<file path="config.mk">
export PLATFORM = sky130hd
export DESIGN_NAME = serial_sub_nbit
export DESIGN_NICKNAME = d
export VERILOG_FILES = /design/src/rtl/serial_sub_nbit.sv
export SDC_FILE = /design/constraint.sdc
export NUM_CORES = 1
export LEC_CHECK = 0
export CORE_ASPECT_RATIO = 1.25
export CORE_MARGIN = 5
export CORE_UTILIZATION = 57
export CTS_CLUSTER_SIZE = 24
export DETAILED_ROUTE_END_ITERATION = 16
export PLACE_DENSITY = 0.84
export SLEW_MARGIN = 30
export SYNTH_ARGS = -nofsm -noshare
export SYNTH_HDL_FRONTEND = slang
export SYNTH_SLANG_ARGS = --single-unit
export TNS_END_PERCENT = 20
</file>
<file path="constraint.sdc">
create_clock -name i_clk -period 3.7 [get_ports i_clk]
set_clock_uncertainty 0.15 [all_clocks]
set_input_delay 0.37 -clock i_clk [delete_from_list [all_inputs] [get_ports i_clk]]
set_output_delay 0.37 -clock i_clk [all_outputs]
set_load 0.1 [all_outputs]
</file>
<file path="src/rtl/serial_sub_nbit.sv">
// ============================================================================
// Module   : serial_sub_nbit
// Purpose  : Bit-serial N-bit subtractor (A - B, LSB first, one bit per clock)
//            with a start/done handshake. Optional macro SERIAL_SUB_OVF_EN
//            adds the signed overflow flag o_ovf.
// Revision : 1.0 - initial release
// ============================================================================
`default_nettype none

module serial_sub_nbit #(
  parameter int WIDTH = 8
) (
  input  logic             i_clk,
  input  logic             i_rst_n,
  input  logic             i_start,
  input  logic [WIDTH-1:0] i_a,
  input  logic [WIDTH-1:0] i_b,
  output logic             o_busy,
  output logic             o_done,
  output logic [WIDTH-1:0] o_diff,
  output logic             o_borrow
`ifdef SERIAL_SUB_OVF_EN
  ,
  output logic             o_ovf
`endif
);

  localparam int c_CNT_W = (WIDTH > 1) ? $clog2(WIDTH) : 1;
  localparam logic [c_CNT_W-1:0] c_LAST = c_CNT_W'(WIDTH - 1);

  localparam logic [1:0] c_IDLE = 2'd0;
  localparam logic [1:0] c_RUN  = 2'd1;
  localparam logic [1:0] c_DONE = 2'd2;

  logic [1:0]         r_state;
  logic [WIDTH-1:0]   r_a_sh;
  logic [WIDTH-1:0]   r_b_sh;
  logic [WIDTH-1:0]   r_d_sh;
  logic [c_CNT_W-1:0] r_cnt;
  logic               r_bor;

  logic             w_a0;
  logic             w_b0;
  logic             w_hs1_d;
  logic             w_hs1_b;
  logic             w_d;
  logic             w_hs2_b;
  logic             w_bor_n;
  logic [WIDTH-1:0] w_d_next;

  // Full-subtractor cell: half-sub on (a0,b0), then half-sub on (d1,borrow-in)
  assign w_a0     = r_a_sh[0];
  assign w_b0     = r_b_sh[0];
  assign w_hs1_d  = w_a0 ^ w_b0;
  assign w_hs1_b  = ~w_a0 & w_b0;
  assign w_d      = w_hs1_d ^ r_bor;
  assign w_hs2_b  = ~w_hs1_d & r_bor;
  assign w_bor_n  = w_hs1_b | w_hs2_b;
  assign w_d_next = {w_d, r_d_sh[WIDTH-1:1]};

  always_ff @(posedge i_clk or negedge i_rst_n) begin
    if (!i_rst_n) begin
      r_state  <= c_IDLE;
      r_a_sh   <= '0;
      r_b_sh   <= '0;
      r_d_sh   <= '0;
      r_cnt    <= '0;
      r_bor    <= 1'b0;
      o_busy   <= 1'b0;
      o_done   <= 1'b0;
      o_diff   <= '0;
      o_borrow <= 1'b0;
`ifdef SERIAL_SUB_OVF_EN
      o_ovf    <= 1'b0;
`endif
    end else begin
      case (r_state)
        c_IDLE, c_DONE: begin
          o_done <= 1'b0;
          if (i_start) begin
            r_a_sh  <= i_a;
            r_b_sh  <= i_b;
            r_bor   <= 1'b0;
            r_cnt   <= '0;
            o_busy  <= 1'b1;
            r_state <= c_RUN;
          end else begin
            r_state <= c_IDLE;
          end
        end
        c_RUN: begin
          r_a_sh <= r_a_sh >> 1;
          r_b_sh <= r_b_sh >> 1;
          r_d_sh <= w_d_next;
          r_bor  <= w_bor_n;
          r_cnt  <= r_cnt + 1'b1;
          if (r_cnt == c_LAST) begin
            // Last bit: publish the completed word including this cycle's bit
            o_diff   <= w_d_next;
            o_borrow <= w_bor_n;
`ifdef SERIAL_SUB_OVF_EN
            o_ovf    <= r_bor ^ w_bor_n;
`endif
            o_done   <= 1'b1;
            o_busy   <= 1'b0;
            r_state  <= c_DONE;
          end
        end
        default: r_state <= c_IDLE;
      endcase
    end
  end

endmodule

`default_nettype wire

</file>
## Word level (Yosys, flattened, before mapping)

Index checks and enable logic that the tools add are counted.
Widths: inputs -> output; s select.

- Bits in registers: 41
- Output and inout port bits: 11
- Logic and storage cells: 46

- Add/sub/neg operators: 1
- Equal/unequal tests: 5
- Mux-type cells: 16
- Bitwise operators: 7
- Reductions and logical operators: 7

Operators with widths:

| operator | number |
|---|---|
| $pmux 8 s2 | 2 |
| $mux 8 | 2 |
| $pmux 1 s2 | 3 |
| $pmux 3 s2 | 1 |
| $reduce_and 2->1 | 3 |
| $mux 1 | 5 |
| $ne 2x2->1 const B | 2 |
| $pmux 2 s2 | 1 |
| $add 3x1->3 const B | 1 |
| $eq 3x3->1 const B | 1 |
| $mux 3 | 1 |
| $reduce_and 3->1 | 1 |
| $and 1x1->1 | 2 |
| $eq 2x1->1 const B | 1 |
| $eq 2x2->1 const B | 1 |
| $logic_not 2->1 | 1 |
| $mux 2 | 1 |
| $not 1->1 | 2 |
| $reduce_bool 2->1 | 1 |
| $reduce_or 2->1 | 1 |
| $xor 1x1->1 | 2 |
| $or 1x1->1 | 1 |

## Depth between registers and ports, before layout

- Depth in word-level cells: 5
- Depth in mapped cells: 6
- Mapped depth without buffers: 5

## Worst setup path before layout

No wires, ideal clock.

- Path kind: register -> register
- Start: register r_cnt[0]
- End: register o_diff[1]
- Library setup time: 0.126 ns
- Data arrival time: 1.383 ns
- Setup slack: 2.041 ns
- Stages on the path, launching flop included: 6
- Path buffers: 1
- Period minus slack after synthesis: 1.659 ns
- Cells stage by stage: dfrtp_1 ha_1 ha_1 nand3b_4 buf_2 mux2_2

- Cells in the longest elaborated chain, start to end: 2

Ends and longest elaborated chain:

| item | line | source |
|---|---|---|
| start: declaration | 39 | `logic [c_CNT_W-1:0] r_cnt;` |
| start signal: assignment | 96 | `r_cnt <= r_cnt + 1'b1;` |
| $eq 3x3->1 | 97 | `if (r_cnt == c_LAST) begin` |
| $reduce_and 2->1 (no source line) | - |  |
| end signal: assignment | 99 | `o_diff <= w_d_next;` |
| end: declaration | 20 | `output logic [WIDTH-1:0] o_diff,` |

Every way passes these cells.
A chain may end at the register's enable or synchronous reset.

## Final worst setup path

- Start: register o_busy
- End: output port o_busy

RTL lines:

| item | line | source |
|---|---|---|
| start: declaration | 18 | `output logic o_busy,` |
| start signal: assignment | 69 | `o_busy <= 1'b0;` |
| start signal: assignment | 85 | `o_busy <= 1'b1;` |
| start signal: assignment | 105 | `o_busy <= 1'b0;` |

No word-level cell between the ends.

==> flow_summary_export.csv <==
group,metric,value,unit
run_status,outcome,"complete, no violations",
sta,grt_setup_unrepaired,"no",
synthesis,synth_top_area_share,53.2,%
clocking,htreeDepth,2,
clocking,cts_tree,"yes",
placed_design,gp_congestion,0.739,
worst_hold_path,min_to,"o_borrow",
sta,drv_slew,0,
cells_and_area,drive_gt1_share,15.6,%
setup_path,max_stage_delay,1.15,ns
grt,grt_use_total,16.9,%
sta,worst_slack,1.37,ns
drt,wirelength,3330,microns
setup_path,path_buf_inv,1,
worst_hold_path,worstHoldStart,"o_borrow",
job,drv_cap,0,
synthesis,syn_avg_cell_area,12.3,sq um
worst_hold_path,worstHoldPathCells,2,
grt,antenna_found_initial,0,
setup_path,worst_path_dominant_cell_family,"buffers and inverters",
grt,grt_pass1_vias,1267,
drt,drt_iter0_drc,26,
drt,vias_per_cell,5.82,
synthesis,yosysTopAreaCell,"dfrtp_1",
clocking,cts.sinks,40,
worst_hold_path,hold_class,"register to register",
drt,vias,1257,
power,finalPower,2.28,mW
sta,fin_tns_setup,0,ns
setup_path,critPathLaunch,"o_busy",
setup_path,worstSetupStartpointType,"register",
drt,route.met2.wl,1710,microns
die,die_h,74.2,microns
setup_path,crit_required,3.18,ns
drt,post-route-drc-count,0,
clocking,ctsLongestPathBuffers,2,
cells_and_area,antennaDiodeCount,0,
cells_and_area,num-nets-final,200,
power,p_leak,0.949,nW
setup_path,r2r_setup_slack,1.78,ns
setup_path,critPathKind,"register to primary output",
clocking,cts-root-buf,"clkbuf_8",
die,placement_rows,23,
synthesis,synth_cell_types,27,
die,start_util,58.9,%
drt,antenna_left,0,
cells_and_area,final_util,70.4,%
power,peakVddDrop,0.617,mV
sta,hold_slack,0.347,ns
die,die_w,61.4,microns
die,io_pins,30,
power,powerDensity,1020,mW/mm^2
synthesis,seq_area_frac_synth,53.2,%
drt,wl_met1,1380,microns
grt,grt_max_degree,41,
setup_path,worst-path-max-fanout,3,
cells_and_area,layout.cells.non_filler,216,
sta,max_slew_margin,34.6,%
sta,final_hold_viol_count,0,
clocking,clk_pin_slew_worst_paths,0.07,ns
synthesis,yosys-top-cells-area,"dfrtp_1 53%, mux2_2 9.6%, mux2i_1 7.5%, a211oi_1 4.4%, nor2b_1 4.0%",
die,core,0.00319,sq mm
sta,fin_crit_sh,63.0,%
synthesis,synth_warnings,0,
setup_path,worstReg2RegEnd,"r_d_sh[3]",
drt,wl_per_cell,15.4,microns
setup_path,worst_path_max_delay_cell,"clkdlybuf4s50_1",
placed_design,dpl_cell_area,0.00213,sq mm
sta,final-setup-viol-count,0,
setup_path,critPathArrivalTime,1.81,ns
drt,dr.pass1.iters,4,
grt,grt_pass1_wl,5700,microns
cells_and_area,num-fill-cells,231,
placed_design,dp_cells,207,
setup_path,rr_startpoint,"r_state[1]",
synthesis,synth_seq_cells,40,
die,fp.dieArea,0.00456,sq mm
clocking,cts_buffers,5,
drt,top_layer,"met4",
setup_path,rr_worst_depth,2,
synthesis,synth_cells,153,
placed_design,dp_hpwl,2240,microns
synthesis,syn-num-nets,175,
clocking,clk_latency,0.29,ns
drt,wl_met3,162,microns
placed_design,port_buffers,29,
clocking,post_cts_resized,0,
grt,overflow,0,
setup_path,worst_setup_path_end_kind,"primary output",
cells_and_area,area_delta_synth_final,19.6,%
placed_design,place_ws,1.30,ns
synthesis,synth_area,0.00188,sq mm
sta,tightest_slew,0.977,ns
sta,max_clock_freq,0.429,GHz
cells_and_area,design_area,0.00225,sq mm
sta,period_needed,2.33,ns
setup_path,crit_chain,"clkdlybuf4s50_1",
worst register-to-register path: stages (launching register included):
cell,delay [ns]
dfrtp_1,0.90
nand2b_4,0.40
mux2_2,0.36
cell usage in the layout (no fill, tap or decap), drive strengths merged:
master / instances
buf: 1
a22o: 3
mux2i: 14
o21bai: 1
a21oi: 11
nor2b: 12
ha: 2
dlygate4sd3: 1
o21a: 1
o221ai: 1
fa: 1
clkdlybuf4s50: 28
nand3: 4
bufinv: 1
inv: 8
o21ai: 6
mux2: 17
nand3b: 1
nor2: 1
a211oi: 11
clkinv: 1
nand2: 1
dfrtp: 40
a31oi: 2
nand2b: 2
clkbuf: 6
o22ai: 2
worst max path at each step:
stage,depth (start not counted),slack [ns],endpoint
after floorplan,5,2.04,o_diff[1]
after global placement,4,1.40,r_b_sh[2]
after detailed placement,4,1.30,r_b_sh[2]
after CTS,1,1.36,o_busy
after global routing,1,1.29,o_busy
final,1,1.37,o_busy
per-layer routing:
layer	vias to the layer above	GRT usage, %
met2	27	29.3
li1	589	-
met4	0	7.78
met3	8	3.99
met5	-	0
met1	633	19.4
cells by family after synthesis:
family	synth area share [%]
buffers and inverters	6.05
multiplexers	17.8
flip-flops	53.2
adder cells (fa/ha/maj)	2.40
AO/OA/AOI/OAI	12.9
AND/OR/NAND/NOR	7.58
state kept, by name (all words and copies together) (netlist names):
signal    count
o_borrow      1
o_busy        1
o_diff        8
o_done        1
r_a_sh        8
r_b_sh        8
r_bor         1
r_cnt         3
r_d_sh        7
r_state       2
cells in the mapped netlist:
cell type,number
dfrtp_1,40
mux2_2,16
mux2i_1,14
nor2b_1,12
a211oi_1,11
a21oi_1,11
inv_1,8
o21ai_0,6
buf_4,4
clkbuf_1,4
nand3_1,4
a22o_1,3
buf_6,3
a31oi_1,2
ha_1,2
o22ai_1,2
buf_2,1
fa_1,1
mux2_4,1
nand2_1,1
nand2b_1,1
nand2b_4,1
nand3b_4,1
nor2_1,1
o21a_1,1
o21bai_1,1
o221ai_1,1
layout make-up:
class,count,area (sq um),share of cell area [%]
timing repair buffer,30,298,13.2
clock inverter,2,35.0,1.56
clock buffer,6,72.6,3.23
inverter,8,30.0,1.33
multi-input combinational,93,766,34.0
tap,37,46.3,2.06
sequential,40,1000,44.5
where the power goes:
group          internal, mW  leakage, nW  switching, mW  total [mW]
combinational         0.418        0.418          0.676        1.09
clock                 0.200       0.0552          0.145       0.345
sequential            0.652        0.475          0.194       0.846
total                  1.27        0.949           1.01        2.28
repair_timing:
| item | 4_1_cts | 5_1_grt |
|---|---|---|
| hold endpoints to repair | 0 | 40 |
| hold buffers | 0 | 1 |
| setup buffers | 0 | 0 |
No activity file was read; power rests on OpenSTA's default activity.
